### src/rtl/netbus_pkg.sv
// Shared definitions for the NetBus receive-path arbiter.
//   nb_word_w()  : NetBus word width for a given lane width
//   NB_EOF_BIT   : bit position of the end-of-frame flag in each word
//   ARB_FIXED/RR : arbitration mode encodings
//   NB_WD_W      : watchdog counter width
//   arb_state_t  : arbiter FSM state encoding
package netbus_pkg;

   localparam int NB_EOF_BIT = 0;
   localparam int ARB_FIXED  = 0;
   localparam int ARB_RR     = 1;
   localparam int NB_WD_W    = 16;

   typedef enum logic {
      ARB_IDLE  = 1'b0,
      ARB_GRANT = 1'b1
   } arb_state_t;

   function automatic int nb_word_w(input int dw);
      return dw * 9 + 14;
   endfunction

endpackage

### src/rtl/netbus_rr_select.sv
// Combinational circular priority pick: returns the first set bit of req
// scanning upward from ptr and wrapping N-1 -> 0.
//   req : request vector (N bits)
//   ptr : starting index, must be < N
//   sel : index of the chosen request (0 when none)
//   any : at least one request set
module netbus_rr_select #(
   parameter int N  = 8,
   parameter int PB = 3
)(
   input  logic [N-1:0]  req,
   input  logic [PB-1:0] ptr,
   output logic [PB-1:0] sel,
   output logic          any
);

   always_comb begin
      int idx;
      sel = '0;
      any = 1'b0;
      idx = 0;
      for (int i = 0; i < N; i++) begin
         idx = int'(ptr) + i;
         if (idx >= N) idx = idx - N;
         if (!any && req[idx]) begin
            any = 1'b1;
            sel = PB'(idx);
         end
      end
   end

endmodule

### src/rtl/netbus_rx_arbiter.sv
// N-port frame arbiter for the NetBus receive path (RCLK domain).
// One port is granted at a time and held until its end-of-frame beat, so
// frames never interleave. Fixed-priority or round-robin, with per-port
// real-time eligibility and an optional stall watchdog.
//   RCLK, RESETn  : clock, async active-low reset
//   IN_DATA       : NUM_PORTS packed words, port i at [i*W +: W], bit 0 = EOF
//   IN_VALID      : per-port word valid
//   IN_FRAME      : per-port complete-frame-buffered flag
//   IN_READY      : per-port ready, one-hot at the granted port (or zero)
//   RDATA/RVALID  : granted port's word / valid, combinational pass-through
//   RREADY        : downstream ready
//   GRANT_ID      : current or last granted port
//   GRANT_ACTIVE  : a grant is held
//   ABORT         : one-cycle pulse when the watchdog drops a stalled grant
module netbus_rx_arbiter
   import netbus_pkg::*;
#(
   parameter int                   DATA_WIDTH      = 4,
   parameter int                   NUM_PORTS       = 8,
   parameter int                   ARB_MODE        = ARB_FIXED,
   parameter logic [NUM_PORTS-1:0] REAL_TIME_MASK  = '0,
   parameter int                   WATCHDOG_CYCLES = 0,
   localparam int                  W  = nb_word_w(DATA_WIDTH),
   localparam int                  PB = (NUM_PORTS > 2) ? $clog2(NUM_PORTS) : 1
)(
   input  logic                   RCLK,
   input  logic                   RESETn,
   input  logic [NUM_PORTS*W-1:0] IN_DATA,
   input  logic [NUM_PORTS-1:0]   IN_VALID,
   input  logic [NUM_PORTS-1:0]   IN_FRAME,
   output logic [NUM_PORTS-1:0]   IN_READY,
   output logic [W-1:0]           RDATA,
   output logic                   RVALID,
   input  logic                   RREADY,
   output logic [PB-1:0]          GRANT_ID,
   output logic                   GRANT_ACTIVE,
   output logic                   ABORT
);

   arb_state_t                   state_q, state_d;
   logic [PB-1:0]                gid_q, gid_d;
   logic [PB-1:0]                ptr_q, ptr_d;
   logic [NB_WD_W-1:0]           wd_q, wd_d;
   logic                         abort_q, abort_d;

   logic [NUM_PORTS-1:0]         elig;
   logic [NUM_PORTS-1:0][W-1:0]  words;
   logic [PB-1:0]                g_next, sel_ptr, sel;
   logic                         any, granted, g_valid, hs, eof, wd_hit;

   // Per-port eligibility source: live valid for real-time ports, else a
   // fully buffered frame.
   for (genvar gi = 0; gi < NUM_PORTS; gi++) begin : g_port
      assign elig[gi] = REAL_TIME_MASK[gi] ? IN_VALID[gi] : IN_FRAME[gi];
   end

   assign words   = IN_DATA;
   assign granted = (state_q == ARB_GRANT);
   assign g_valid = granted & IN_VALID[gid_q];
   assign hs      = g_valid & RREADY;
   assign eof     = hs & words[gid_q][NB_EOF_BIT];
   assign g_next  = (gid_q == PB'(NUM_PORTS - 1)) ? '0 : gid_q + PB'(1);

   // On the EOF beat the search already starts past the finishing port so a
   // back-to-back grant sees it as lowest priority.
   assign sel_ptr = (ARB_MODE == ARB_RR) ? (eof ? g_next : ptr_q) : '0;

   netbus_rr_select #(.N(NUM_PORTS), .PB(PB)) u_sel (
      .req (elig),
      .ptr (sel_ptr),
      .sel (sel),
      .any (any)
   );

   // Fires on the edge where the idle count on the granted port would reach
   // the limit. Never coincides with EOF since EOF needs a valid word.
   assign wd_hit = (WATCHDOG_CYCLES > 0) && granted && !IN_VALID[gid_q] &&
                   (int'(wd_q) + 1 == WATCHDOG_CYCLES);

   // Data path: pure muxing, so RVALID never depends on RREADY.
   assign RDATA        = granted ? words[gid_q] : '0;
   assign RVALID       = g_valid;
   assign GRANT_ID     = gid_q;
   assign GRANT_ACTIVE = granted;
   assign ABORT        = abort_q;

   always_comb begin
      IN_READY = '0;
      if (granted) IN_READY[gid_q] = RREADY;
   end

   always_comb begin
      state_d = state_q;
      gid_d   = gid_q;
      ptr_d   = ptr_q;
      wd_d    = wd_q;
      abort_d = 1'b0;
      case (state_q)
         ARB_IDLE: begin
            wd_d = '0;
            if (any) begin
               state_d = ARB_GRANT;
               gid_d   = sel;
            end
         end
         ARB_GRANT: begin
            if (hs)
               wd_d = '0;
            else if ((WATCHDOG_CYCLES > 0) && !IN_VALID[gid_q])
               wd_d = wd_q + NB_WD_W'(1);
            if (eof) begin
               ptr_d = g_next;
               if (any) gid_d   = sel;
               else     state_d = ARB_IDLE;
            end else if (wd_hit) begin
               abort_d = 1'b1;
               state_d = ARB_IDLE;
               ptr_d   = g_next;
               wd_d    = '0;
            end
         end
         default: state_d = ARB_IDLE;
      endcase
   end

   always_ff @(posedge RCLK or negedge RESETn) begin
      if (!RESETn) begin
         state_q <= ARB_IDLE;
         gid_q   <= '0;
         ptr_q   <= '0;
         wd_q    <= '0;
         abort_q <= 1'b0;
      end else begin
         state_q <= state_d;
         gid_q   <= gid_d;
         ptr_q   <= ptr_d;
         wd_q    <= wd_d;
         abort_q <= abort_d;
      end
   end

endmodule

### config.mk
export PLATFORM = sky130hd
export DESIGN_NAME = netbus_rx_arbiter
export DESIGN_NICKNAME = d
export VERILOG_FILES = /design/src/rtl/netbus_pkg.sv /design/src/rtl/netbus_rr_select.sv /design/src/rtl/netbus_rx_arbiter.sv
export SDC_FILE = /design/constraint.sdc
export NUM_CORES = 1
export LEC_CHECK = 0
export CAP_MARGIN = 20
export CORE_AREA = 2 2 190 192
export DETAILED_ROUTE_END_ITERATION = 6
export DIE_AREA = 0 0 192 194
export MAX_ROUTING_LAYER = met4
export SLEW_MARGIN = 20
export SYNTH_ARGS = -nofsm -noshare
export SYNTH_HDL_FRONTEND = slang
export SYNTH_HIERARCHICAL = 1
export SYNTH_SLANG_ARGS = --single-unit
### constraint.sdc
create_clock -name RCLK -period 1.76 [get_ports RCLK]
set_input_delay 0.176 -clock RCLK [delete_from_list [all_inputs] [get_ports RCLK]]
set_output_delay 0.176 -clock RCLK [all_outputs]
set_load 0.01 [all_outputs]
[Word level (Yosys, flattened, before mapping)]
Index checks and enable logic that the tools add are counted.
Storage, ports and cells
  flip-flop bits (word level): 4
  input bits: 419
  output and inout bits: 64
  logic and storage cells: 54
Operators by class
  magnitude comparators: 2
  equal/unequal tests: 1
  muxes and demuxes: 29
  bitwise gates (word level): 5
  reduce and logical (&&, ||, !) cells: 15
Operators with widths (number)
  $bmux 50 s3: 1
  $mux 50: 2
  $mux 3: 6
  $mux 1: 13
  $and 8x8->8: 1
  $logic_and 1x1->1: 8
  $mux 8: 1
  $logic_not 1->1: 7
  $pmux 3 s2: 1
  $lt 3x4->1 const B: 1
  $mux 2: 2
  $and 1x1->1: 3
  $bmux 1 s3: 1
  $demux 1 s3: 1
  $ge 3x1->1 const B: 1
  $ne 2x1->1 const B: 1
  $pmux 1 s2: 1
  $not 1->1: 1

[Longest topological paths before layout]
Gate-level depths: netlist (run 1).
  depth after elaboration: 25
  depth in mapped cells: 14
  mapped depth without buffers: 11

[Hierarchy]
The synthesis (run 1) kept the hierarchy.
By module, submodules not included
  netbus_rx_arbiter: instances 1, cells each 459, area an instance 4085.2 µm², sequential area each 100.1 µm²
  netbus_rr_select: instances 1, cells each 115, area an instance 1062.3 µm², sequential area each 0.0 µm²

[Least setup slack after synthesis (run 1)]
OpenSTA, ideal clock, no wires.
  path kind: input-to-reg
  start point: input port IN_FRAME[0]
  end point: register gid_q[2] (netlist: GRANT_ID[2])
  arrival: 2140 ps
  data required time: 1673 ps
  path slack: -466 ps
  cell stages on the path: 9
  buffers on the path: 0
  cell sequence: mux4_2 > a221o_1 > a2bb2oi_2 > nor2_4 > a31oi_1 > a211oi_2 > nand3_1 > a311o_2 > o211ai_1
Between the ends
  longest elaborated chain between the ends: 25
  elaborated cells between the ends (all ways): 29
  those cells by class: mux (15); reduce/logical (14)
Ends and longest elaborated chain
  start, declared: line netbus_rx_arbiter.sv:30  | input logic [NUM_PORTS-1:0] IN_FRAME,
  $mux 1 (*): line netbus_rr_select.sv:25  | if (!any && req[idx]) begin
  $logic_not 1->1: line netbus_rr_select.sv:25
  $logic_and 1x1->1: line netbus_rr_select.sv:25
  $mux 1 (*): line netbus_rr_select.sv:25
  $logic_not 1->1: line netbus_rr_select.sv:25
  $logic_and 1x1->1: line netbus_rr_select.sv:25
  $mux 1 (*): line netbus_rr_select.sv:25
  $logic_not 1->1: line netbus_rr_select.sv:25
  [10 not listed]
  $mux 1: line netbus_rr_select.sv:25
  $logic_not 1->1: line netbus_rr_select.sv:25
  $logic_and 1x1->1: line netbus_rr_select.sv:25
  $mux 3 (*): line netbus_rr_select.sv:25
  net sel[2]: line netbus_rx_arbiter.sv:48  | logic [PB-1:0] g_next, sel_ptr, sel;
  $mux 3 (*): line netbus_rx_arbiter.sv:101, netbus_rx_arbiter.sv:113
  $mux 3: line netbus_rx_arbiter.sv:111  | if (eof) begin
  $pmux 3 s2 (*): line netbus_rx_arbiter.sv:98  | case (state_q)
  end signal, assigned: line netbus_rx_arbiter.sv:135  | gid_q <= gid_d;
  end, declared: line netbus_rx_arbiter.sv:41  | logic [PB-1:0] gid_q, gid_d;
Mark *: on every way through the listed nets, which the timed path passes. The rest lies on a longest branch. The select of a mux whose other input is x is not followed.
A chain may end at the register's enable or synchronous reset.

[Worst setup path in the final report (run 1)]
Ends and elaborated chain as after synthesis.

==> results by stage, run 1 <==
Floorplanning:
- The number of cell rows is about 70.
- The floorplan step set the die height to between 150 and 200 um.
- between 400 and 500 I/O pins were placed.
- The die area is between 0.03 and 0.04 sq mm.
- The starting density of the core is 14.6%.
- The total area inside the core boundary comes to around 0.035 sq mm.
- The floorplan step set the die width to around 190 um.

STA:
- Setup slack on the critical path of the routed design comes to -500 ps.
- The worst-margin pin slew is between 500 and 600 ps.
- The count of endpoints failing setup in the final report is 63.
- The worst clock skew on the final layout is 1.45 ps.
- The final critical-path required period is 2260 ps.
- The final-report hold violation count was 0.
- Setup repair after global routing could not meet its margin everywhere.
- The fraction of the cycle the final worst path needs is 128%.
- Timing would allow up to between 400 and 500 MHz.
- The headroom to the max-slew limit is between 60% and 70%.
- Setup total negative slack on the finished layout was measured at -19420 ps.
- The total count of max-transition violations in the final report came to 0.

Run status:
- The checks that failed: setup timing.
- The run finished, with violations left.

Yosys:
- Counting flops with an async set or reset pin after synthesis yields a share of 100%.
- Multiplexer cells account for a little under 50% of the synthesized area.
- For this run, the leading register cell type out of synthesis is sky130_fd_sc_hd__dfrtp_1.
- The number of warnings issued by yosys is 6.
- Synthesis handed over a netlist of between 500 and 600 instances.
- The count of different cell masters after synthesis is between 70 and 80.
- The synthesized-area fraction occupied by and/or/nand/nor cells is around 15%.
- The mean instance size in the synthesized netlist is 8.97 sq um.
- The share of the Yosys chip area taken by registers is 1.94%.
- In this run, synthesis produced a sequential element count of 4.
- The most common cell in the synthesized netlist is sky130_fd_sc_hd__mux2i_1.
- The combinational family with the most area after synthesis is multiplexers.
- In the post-synthesis netlist, the biggest area contributors are sky130_fd_sc_hd__mux4_2 (21%), sky130_fd_sc_hd__mux2i_1 (18%), sky130_fd_sc_hd__mux2_2 (7.2%).
- After synthesis, the largest area contributor takes up about a fifth of total cell area.
- By count the netlist is led by sky130_fd_sc_hd__mux2i_1 (93), sky130_fd_sc_hd__mux4_2 (47), sky130_fd_sc_hd__nand2_1 (39), sky130_fd_sc_hd__mux2_2 (33).
- After synthesis the cells add up to between 0.005 and 0.006 sq mm.
- The adder-cell area share of the yosys netlist is 0.486%.
- The number of synthesized flops with an enable pin is 0.
- The biggest area contributor in the post-synthesis netlist is sky130_fd_sc_hd__mux4_2.
- The xor/xnor share of the synthesized area is 0.510%.
- The synthesized-area fraction occupied by ao, oa, aoi and oai cells is 24.0%.

Detailed routing:
- The via-per-instance ratio is approximately 4.5.
- Once detail routing completed, the nets flagged for antenna violations numbered 0.
- After detailed routing, the average wire length per cell comes to around 21 um.
- The overall routed net length is roughly 36000 um.
- After the first detailed-routing iteration, the DRC count stood at around 240.
- The total via count in the routed design is 7469.
- The detailed-router iteration count before antenna repair is 4.
- For this run, design rule violations remaining after detail routing come to 0.

Setup path:
- The signal on the critical path passes through buf_6, mux4_2, a221o_1, a2bb2oi_4, nor2_4, buf_12, a221oi_2, a211oi_2, nand3_1, a311o_2, o211ai_1.
- STA classifies the critical path startpoint as an input pin.
- Along the worst path, the maximum fanout reaches 4.
- The worst setup slack for register-to-register paths is -290 ps.
- The cell with the biggest individual delay on the critical path is sky130_fd_sc_hd__mux4_2.
- The destination of the worst register-to-register timing path is GRANT_ID[2].
- The capturing element type of the critical path is a flop.
- The classification of the worst setup path is input pin to flop.
- The maximum cell stage delay along the critical path is 460 ps.
- For the worst setup path, the data required time is ~1900 ps.
- The data arrival at the endpoint of the critical path is 2390 ps.
- The number of cells on the worst reg-to-reg path is 8.
- The critical register-to-register path startpoint is GRANT_ID[2].

Placement:
- The total of buffers placed on input and output ports is 481.
- After detailed placement, the total cell area comes to 0.0112 sq mm.
- The detailed-placement wirelength estimate is around 27000 um.
- Prior to clock tree synthesis, the placed netlist has a worst setup slack of -945 ps.
- The placer congestion estimate is 0.974.

Job:
- Across the run, the number of max-cap violations was 0.

Clock tree:
- The H-tree depth is 1.
- After clock tree synthesis, the flow added hold-fix buffers numbering 0.
- For this design, the sink count on the clock tree is 4.
- The clock edge transition at the registers on the reported setup and hold paths is around 30 ps.
- The clock latency on the worst-skew pair is 230 ps.
- Clock tree synthesis inserted a total of 3 buffers.
- The master cell of the clock root buffer is sky130_fd_sc_hd__clkbuf_16.
- The worst-case clock buffer depth is 2.
- TritonCTS built the clock tree.

Global routing:
- The initial antenna violation count came to 1.
- The number of global-route vias before repair was between 7k and 8k.
- The global-route congestion overflow total is 0.
- Across every metal layer, demand over resource in global routing totals about 18%.
- The maximum number of pins on one net before global-route repair is 27.
- The global-route wire length before repair is ~48000 um.

Power and ir drop:
- Power spread over the standard cell area amounts to approximately 1300 mW/mm^2.
- The static leakage is between 5 and 6 nW.
- The total power after layout is 0.0166 W.
- The maximum ir drop on the vdd rail is 0.000597 V.

Finish:
- At the end of the flow, the number of nets in the layout was roughly 1.6k.
- The finished cells cover approximately 0.013 sq mm.
- Cells with a size suffix above 1 make up between 40% and 50% of the layout.
- The final core utilization is between 30% and 40%.
- Fill cells in the final layout number around 3.5k.
- The layout overhead on the synthesized area is 153%.

Hold path:
- The min-delay analysis places its worst path in the category input pin to async pin.
cells in the final DEF, fill, tap and decap left out, types with 5 or more instances in the layout:
master                            count
sky130_fd_sc_hd__a21oi_1              7
sky130_fd_sc_hd__a21oi_2             20
sky130_fd_sc_hd__a22o_1               5
sky130_fd_sc_hd__a22oi_2             26
sky130_fd_sc_hd__buf_12              27
sky130_fd_sc_hd__buf_16               7
sky130_fd_sc_hd__buf_2               43
sky130_fd_sc_hd__buf_4              107
sky130_fd_sc_hd__buf_6               55
sky130_fd_sc_hd__buf_8               12
sky130_fd_sc_hd__clkbuf_16            8
sky130_fd_sc_hd__clkdlybuf4s50_1    411
sky130_fd_sc_hd__conb_1               8
sky130_fd_sc_hd__inv_1                6
sky130_fd_sc_hd__mux2_2              29
sky130_fd_sc_hd__mux2_4               5
sky130_fd_sc_hd__mux2i_1             84
sky130_fd_sc_hd__mux2i_2              5
sky130_fd_sc_hd__mux4_2              50
sky130_fd_sc_hd__nand2_1             34
sky130_fd_sc_hd__nand3_1              8
sky130_fd_sc_hd__nor2_1              10
sky130_fd_sc_hd__nor2_2               5
sky130_fd_sc_hd__nor2b_1             23
sky130_fd_sc_hd__o21a_1              29
sky130_fd_sc_hd__o22ai_1             13
sky130_fd_sc_hd__o22ai_2             10
sky130_fd_sc_hd__or2_2                6
sky130_fd_sc_hd__or2_4               14
per-layer routing:
layer  share of wire (%)  global-route usage (%)  routed length [um]  vias up
li1                    -                       -                   -     3514
met1                  40                    20.9               14300     3620
met3                 6.7                    2.44                2370       36
met5                   0                       -                   0        -
met4                 2.0                    3.31                 706        0
met2                  51                    31.6               18200      299
kinds of logic (layout without fill, tap and decap cells):
group           after synthesis  after routing
compound gates              170            170
xor+xnor                      3              3
fa+ha+maj                     2              2
buf+inv                      71            688
flops                         4              4
mux                         182            182
other cells                   1              9
simple gates                141            141
registers in the layout, summed over array words and instances (netlist names):
name and count:
GRANT_ACTIVE 1, GRANT_ID 3
worst max-delay path by stage:
stage | slack (ps) | start | endpoint
global placement | -910 | IN_FRAME[0] | GRANT_ID[2]
global route | -560 | IN_FRAME[0] | GRANT_ID[2]
finish | -500 | IN_FRAME[0] | GRANT_ID[2]
detailed placement | -950 | IN_FRAME[0] | GRANT_ID[2]
CTS | -470 | IN_FRAME[0] | GRANT_ID[2]
floorplan | -340 | IN_FRAME[0] | GRANT_ID[2]
worst max-delay path: cells and delay by family:
kind / cells / cell delay, ps
compound gates: 6 / 1270
mux: 1 / 460
simple gates: 2 / 260
buf+inv: 2 / 220
what timing repair did:
item / 4_1_cts / 5_1_grt
setup buffers: 48 / 30
endpoints found under the setup margin: 66 / 64
endpoints found under the hold margin: 0 / 0
pin swaps: 61 / 77
cloned: 8 / 5
gates resized for setup: 412 / 113
stage by stage:
| step | std cells | hold slack, ps |
|---|---|---|
| final | 1660 | 177 |
| after global routing | 1660 | 189 |
| after CTS | 1630 | 191 |
| after detailed placement | 1573 | 426 |
| after global placement | 1573 | 424 |
| after floorplan | 581 | -120 |
layout make-up:
type	count	area (sq um)	share of cell area, %
multi-input cells	506	5330	41.0
repair buffers	678	6890	52.9
well taps	461	577	4.43
flip-flops and latches	4	113	0.866
diodes	1	2.50	0.0192
inverters	7	26.3	0.202
clock buffers	3	75.1	0.577
power breakdown:
part | switching, W | internal, W
logic | 0.00686 | 0.00912
registers | 0.0000785 | 0.000150
clock network | 0.0000670 | 0.000291
Note: power is estimated with default switching activity, not from simulation.
==> inputs of run 2 (changes only) <==
--- a/config.mk
+++ b/config.mk
@@ -5,10 +5,11 @@
 export SDC_FILE = /design/constraint.sdc
 export NUM_CORES = 1
 export LEC_CHECK = 0
+export ABC_AREA = 1
 export CAP_MARGIN = 20
-export CORE_AREA = 2 2 190 192
+export CORE_AREA = 2 2 189 191
 export DETAILED_ROUTE_END_ITERATION = 6
-export DIE_AREA = 0 0 192 194
+export DIE_AREA = 0 0 191 193
 export MAX_ROUTING_LAYER = met4
 export SLEW_MARGIN = 20
 export SYNTH_ARGS = -nofsm -noshare
==> run 2 against run 1 <==
Compared with the run above:
- the flow still finishes with violations (setup timing)
- synthesized area is 18% lower
- critical path depth is 2 lower
- first-iteration DRC count is 140% higher
- largest power group unchanged
- synthesized cell count is 54% higher
- total power is 12% lower
==> results by stage, run 2 <==
Run status:
- The run finished, with violations left.
- The final reports fail on setup timing.

Setup path:
- For the worst flop-to-flop path, the logic depth is 15.
- STA puts the critical path data required time at 1580 ps.
- In this run the critical register-to-register path is captured at GRANT_ID[2].
- Of all nets on the critical path, the largest fanout is 8.
- The critical path depth in cells is 9.
- The element type at the critical path start is a flop.
- The worst setup path is captured at a primary output.
- The cell with the biggest individual delay on the critical path is sky130_fd_sc_hd__dfrtp_2.
- The cell family with the largest share of critical-path delay is buffers and inverters.
- The critical register-to-register path startpoint is GRANT_ID[2].
- The setup path with the least slack is of type flop to primary output.
- The last element of the critical path is RDATA[48].
- The launch point of the worst path is GRANT_ID[2].
- The data arrival at the endpoint of the critical path is 1940 ps.
- The largest single stage delay on the critical path is around 430 ps.
- The worst setup slack for register-to-register paths is -150 ps.
- Counting both buffers and inverters, the worst setup path holds a total of 6.
- The signal on the critical path passes through buf_6, nor2_4, buf_12, buf_12, buf_4, buf_6, a211oi_2, nor3_1, buf_2.

STA:
- Dividing the final minimum period by the clock period gives 120%.
- Setup violations remaining at the end of the flow were counted as 57.
- The final-report hold violation count was 0.
- The total count of max-transition violations in the final report is 0.
- In the final timing run, aggregate negative setup slack is -15310 ps.
- Across all setup checks in the final design, the least slack found is -357 ps.
- Setup repair after global routing could not meet its margin everywhere.
- Static timing analysis puts the maximum clock frequency at roughly 470 MHz.
- The worst hold slack is about 170 ps.
- After layout, the minimum clock period comes to between 2000 and 2500 ps.
- The clock arrives with ~0.46 ps of skew.

Yosys:
- The number of synthesized flops with an enable pin is 0.
- Counting instances in the post-synthesis netlist gives the leading cell types as sky130_fd_sc_hd__nor2_1 (237), sky130_fd_sc_hd__nand2_1 (157), sky130_fd_sc_hd__o21ai_0 (148), sky130_fd_sc_hd__a21oi_1 (50).
- The most instantiated library cell after synthesis is sky130_fd_sc_hd__nor2_1.
- The synthesized flop and latch total is 4.
- The share of the synthesized area in the top cell type is a little over a fifth.
- The number of warnings issued by yosys is 6.
- The dominant cell type by area after synthesis is sky130_fd_sc_hd__nor2_1.
- Each instance of the synthesized netlist takes up on average around 4.7 sq um.
- By area the synthesized netlist is led by sky130_fd_sc_hd__nor2_1 (21%), sky130_fd_sc_hd__o21ai_0 (18%), sky130_fd_sc_hd__nand2_1 (14%).
- Yosys mapped the design onto 32 distinct sky130hd cell types.
- The synthesized instance count is 886.
- The mapped netlist covers approximately 0.0042 sq mm.
- The leading register cell type out of synthesis is sky130_fd_sc_hd__dfrtp_1.
- The sequential-to-total area share from yosys stat is 2.38%.
- For this run, asynchronously set or reset flops after synthesis account for 100%.

Floorplanning:
- The floorplan has just under 70 rows.
- The area of the placeable core is 0.0350 sq mm.
- The die is 193 um tall.
- The floorplan step set the die width to approximately 190 um.
- The die covers 0.0369 sq mm.
- 483 I/O pins were placed.
- The starting density of the core is between 10% and 20%.

Finish:
- Leaving out fill and tap cells, the most frequent cell in the layout is sky130_fd_sc_hd__clkdlybuf4s50_1.
- The final standard cell area without fillers is 0.0113 sq mm.
- The layout filler cell count is approximately 3.8k.
- The fraction of final layout cells sized beyond drive strength 1 is about a quarter.
- The final core utilization is about a third.
- The flip-flop count of the largest register after layout is 3.
- In the layout the commonest cells are sky130_fd_sc_hd__clkdlybuf4s50_1 (421), sky130_fd_sc_hd__nor2_1 (210), sky130_fd_sc_hd__nand2_1 (137).
- From synthesis to final layout, the design area changed by 169%.
- The number of nets at the end of the flow is 1876.

Global routing:
- The initial antenna violation count is 0.
- The total overflow left after global routing is 0.
- The global-route wire length before repair is around 48000 um.
- In the global route stage, overall resource usage came out at around 17%.
- The maximum number of pins on one net before global-route repair is 55.
- The number of global-route vias before repair is a little over 8k.

Clock tree:
- Clock-pin slew was measured on the worst setup and hold paths at approximately 30 ps.
- For the worst-skew pair, the clock arrives at the later sink with an insertion delay of 220 ps.
- The root buffer cell chosen for the clock tree is sky130_fd_sc_hd__clkbuf_16.
- The count of hold buffers inserted by post-cts repair is 0.
- TritonCTS built the clock tree.
- CTS built an H-tree with a depth of 1.
- The worst-case clock buffer depth is 2.
- The number of buffers added by the clock tree synthesis step is 3.
- The tree built by TritonCTS fans out to 4 sinks.

Placement:
- Summed over all nets, the half-perimeter wirelength after detailed placement is 27200 um.
- The total of buffers placed on input and output ports is 481.
- The post-detailed-placement cell area is 0.0103 sq mm.
- The placer congestion estimate is 0.953.

Job:
- The tool flagged a number of max-cap violations equal to 0.

Power and ir drop:
- The static leakage is approximately 4.6 nW.
- The maximum ir drop on the vdd rail is 0.000588 V.
- The total power per unit cell area is 1290 mW/mm^2.

Hold path:
- The worst hold path class is input pin to async pin.

Detailed routing:
- The routed length per instance is between 15 and 20 um.
- After the first detailed-routing iteration, the DRC count stood at 560.
- In this run the remaining antenna-violating nets after routing total 0.
- After detailed routing, the total wire length is 35600 um.
- The detailed-router iteration count before antenna repair is 5.
- The total via count in the routed design is 8399.
- The total DRC errors in the routed layout is 0.
- The via-per-instance ratio is about 4.4.
==> run 2: cell types whose count changed after synthesis, moves of 35 or more <==
cell / delta
sky130_fd_sc_hd__nand2_1: +118
sky130_fd_sc_hd__mux2i_1: -93
sky130_fd_sc_hd__nor2_1: +219
sky130_fd_sc_hd__o21ai_1: +45
sky130_fd_sc_hd__o21ai_0: +144
sky130_fd_sc_hd__nand3_1: +35
sky130_fd_sc_hd__mux4_2: -47
==> run 2: cell type report <==
type / count / area (sq um) / share of cell area, %
repair buffers: 625 / 6340 / 56.2
multi-input cells: 778 / 4000 / 35.4
well taps: 461 / 577 / 5.11
inverters: 43 / 184 / 1.63
flip-flops and latches: 4 / 106 / 0.942
clock buffers: 4 / 78.8 / 0.698
diodes: 1 / 2.50 / 0.0222
==> run 2: per-stage QoR <==
stage / setup slack, ps / instances / power [W]
after floorplan: 79.4 / 894 / 0.00559
final: -357 / 1916 / 0.0146
after detailed placement: -733 / 1860 / 0.0124
after global routing: -435 / 1915 / 0.0156
after global placement: -716 / 1860 / 0.0124
after CTS: -332 / 1898 / 0.0137
==> run 2: power by group <==
group	total, W	internal, W	switching [W]
Clock	0.000368	0.000300	0.0000684
Sequential	0.000225	0.000138	0.0000872
Combinational	0.0140	0.00669	0.00734
==> run 2: logic make-up after synthesis <==
family	Yosys count	share of synthesized area, %
DFF	4	2.38
buffers and inverters	112	13.0
other	1	0.0893
AOI/OAI and AO/OA	297	37.2
and+or+nand+nor	467	45.9
xor gates and xnor gates	3	0.805
adders and majority gates	2	0.596
==> run 2: worst min path at each step <==
stage / startpoint / to / slack (ps) / depth (start not counted)
2_1_floorplan: RESETn / GRANT_ACTIVE / -120 / 0
3_3_place_gp: RESETn / GRANT_ACTIVE / 400 / 1
3_5_place_dp: RESETn / GRANT_ACTIVE / 410 / 1
4_1_cts: RESETn / GRANT_ACTIVE / 170 / 1
5_1_grt: RESETn / GRANT_ACTIVE / 180 / 1
6_report: RESETn / GRANT_ACTIVE / 170 / 1
==> run 2: routing by layer <==
metal	global-route usage (%)	share of wire [%]	up-vias
li1	-	-	4113
met1	22.3	43	3860
met2	28.9	48	393
met3	2.84	7.7	33
met4	3.64	1.7	0
met5	-	0	-
==> run 2: repair_timing <==
| item | CTS | global route |
|---|---|---|
| buffers inserted | 30 | 17 |
| endpoints found under the setup margin | 64 | 63 |
| cloned | 6 | 2 |
| gates resized for setup | 400 | 90 |
| pin swaps | 43 | 68 |
==> run 2: worst register-to-register path: cells and delay by family (launching register included) <==
family / cells / cell delay, ps
AND/OR/NAND/NOR: 9 / 710
buffers and inverters: 6 / 670
flip-flops: 1 / 410
==> inputs of run 3 (changes only) <==
--- a/config.mk
+++ b/config.mk
@@ -6,7 +6,6 @@
 export NUM_CORES = 1
 export LEC_CHECK = 0
 export ABC_AREA = 1
-export CAP_MARGIN = 20
 export CORE_AREA = 2 2 189 191
 export DETAILED_ROUTE_END_ITERATION = 6
 export DIE_AREA = 0 0 191 193
==> results of run 3 <==
Final layout, timing and power as in run 2 (identical DEF).
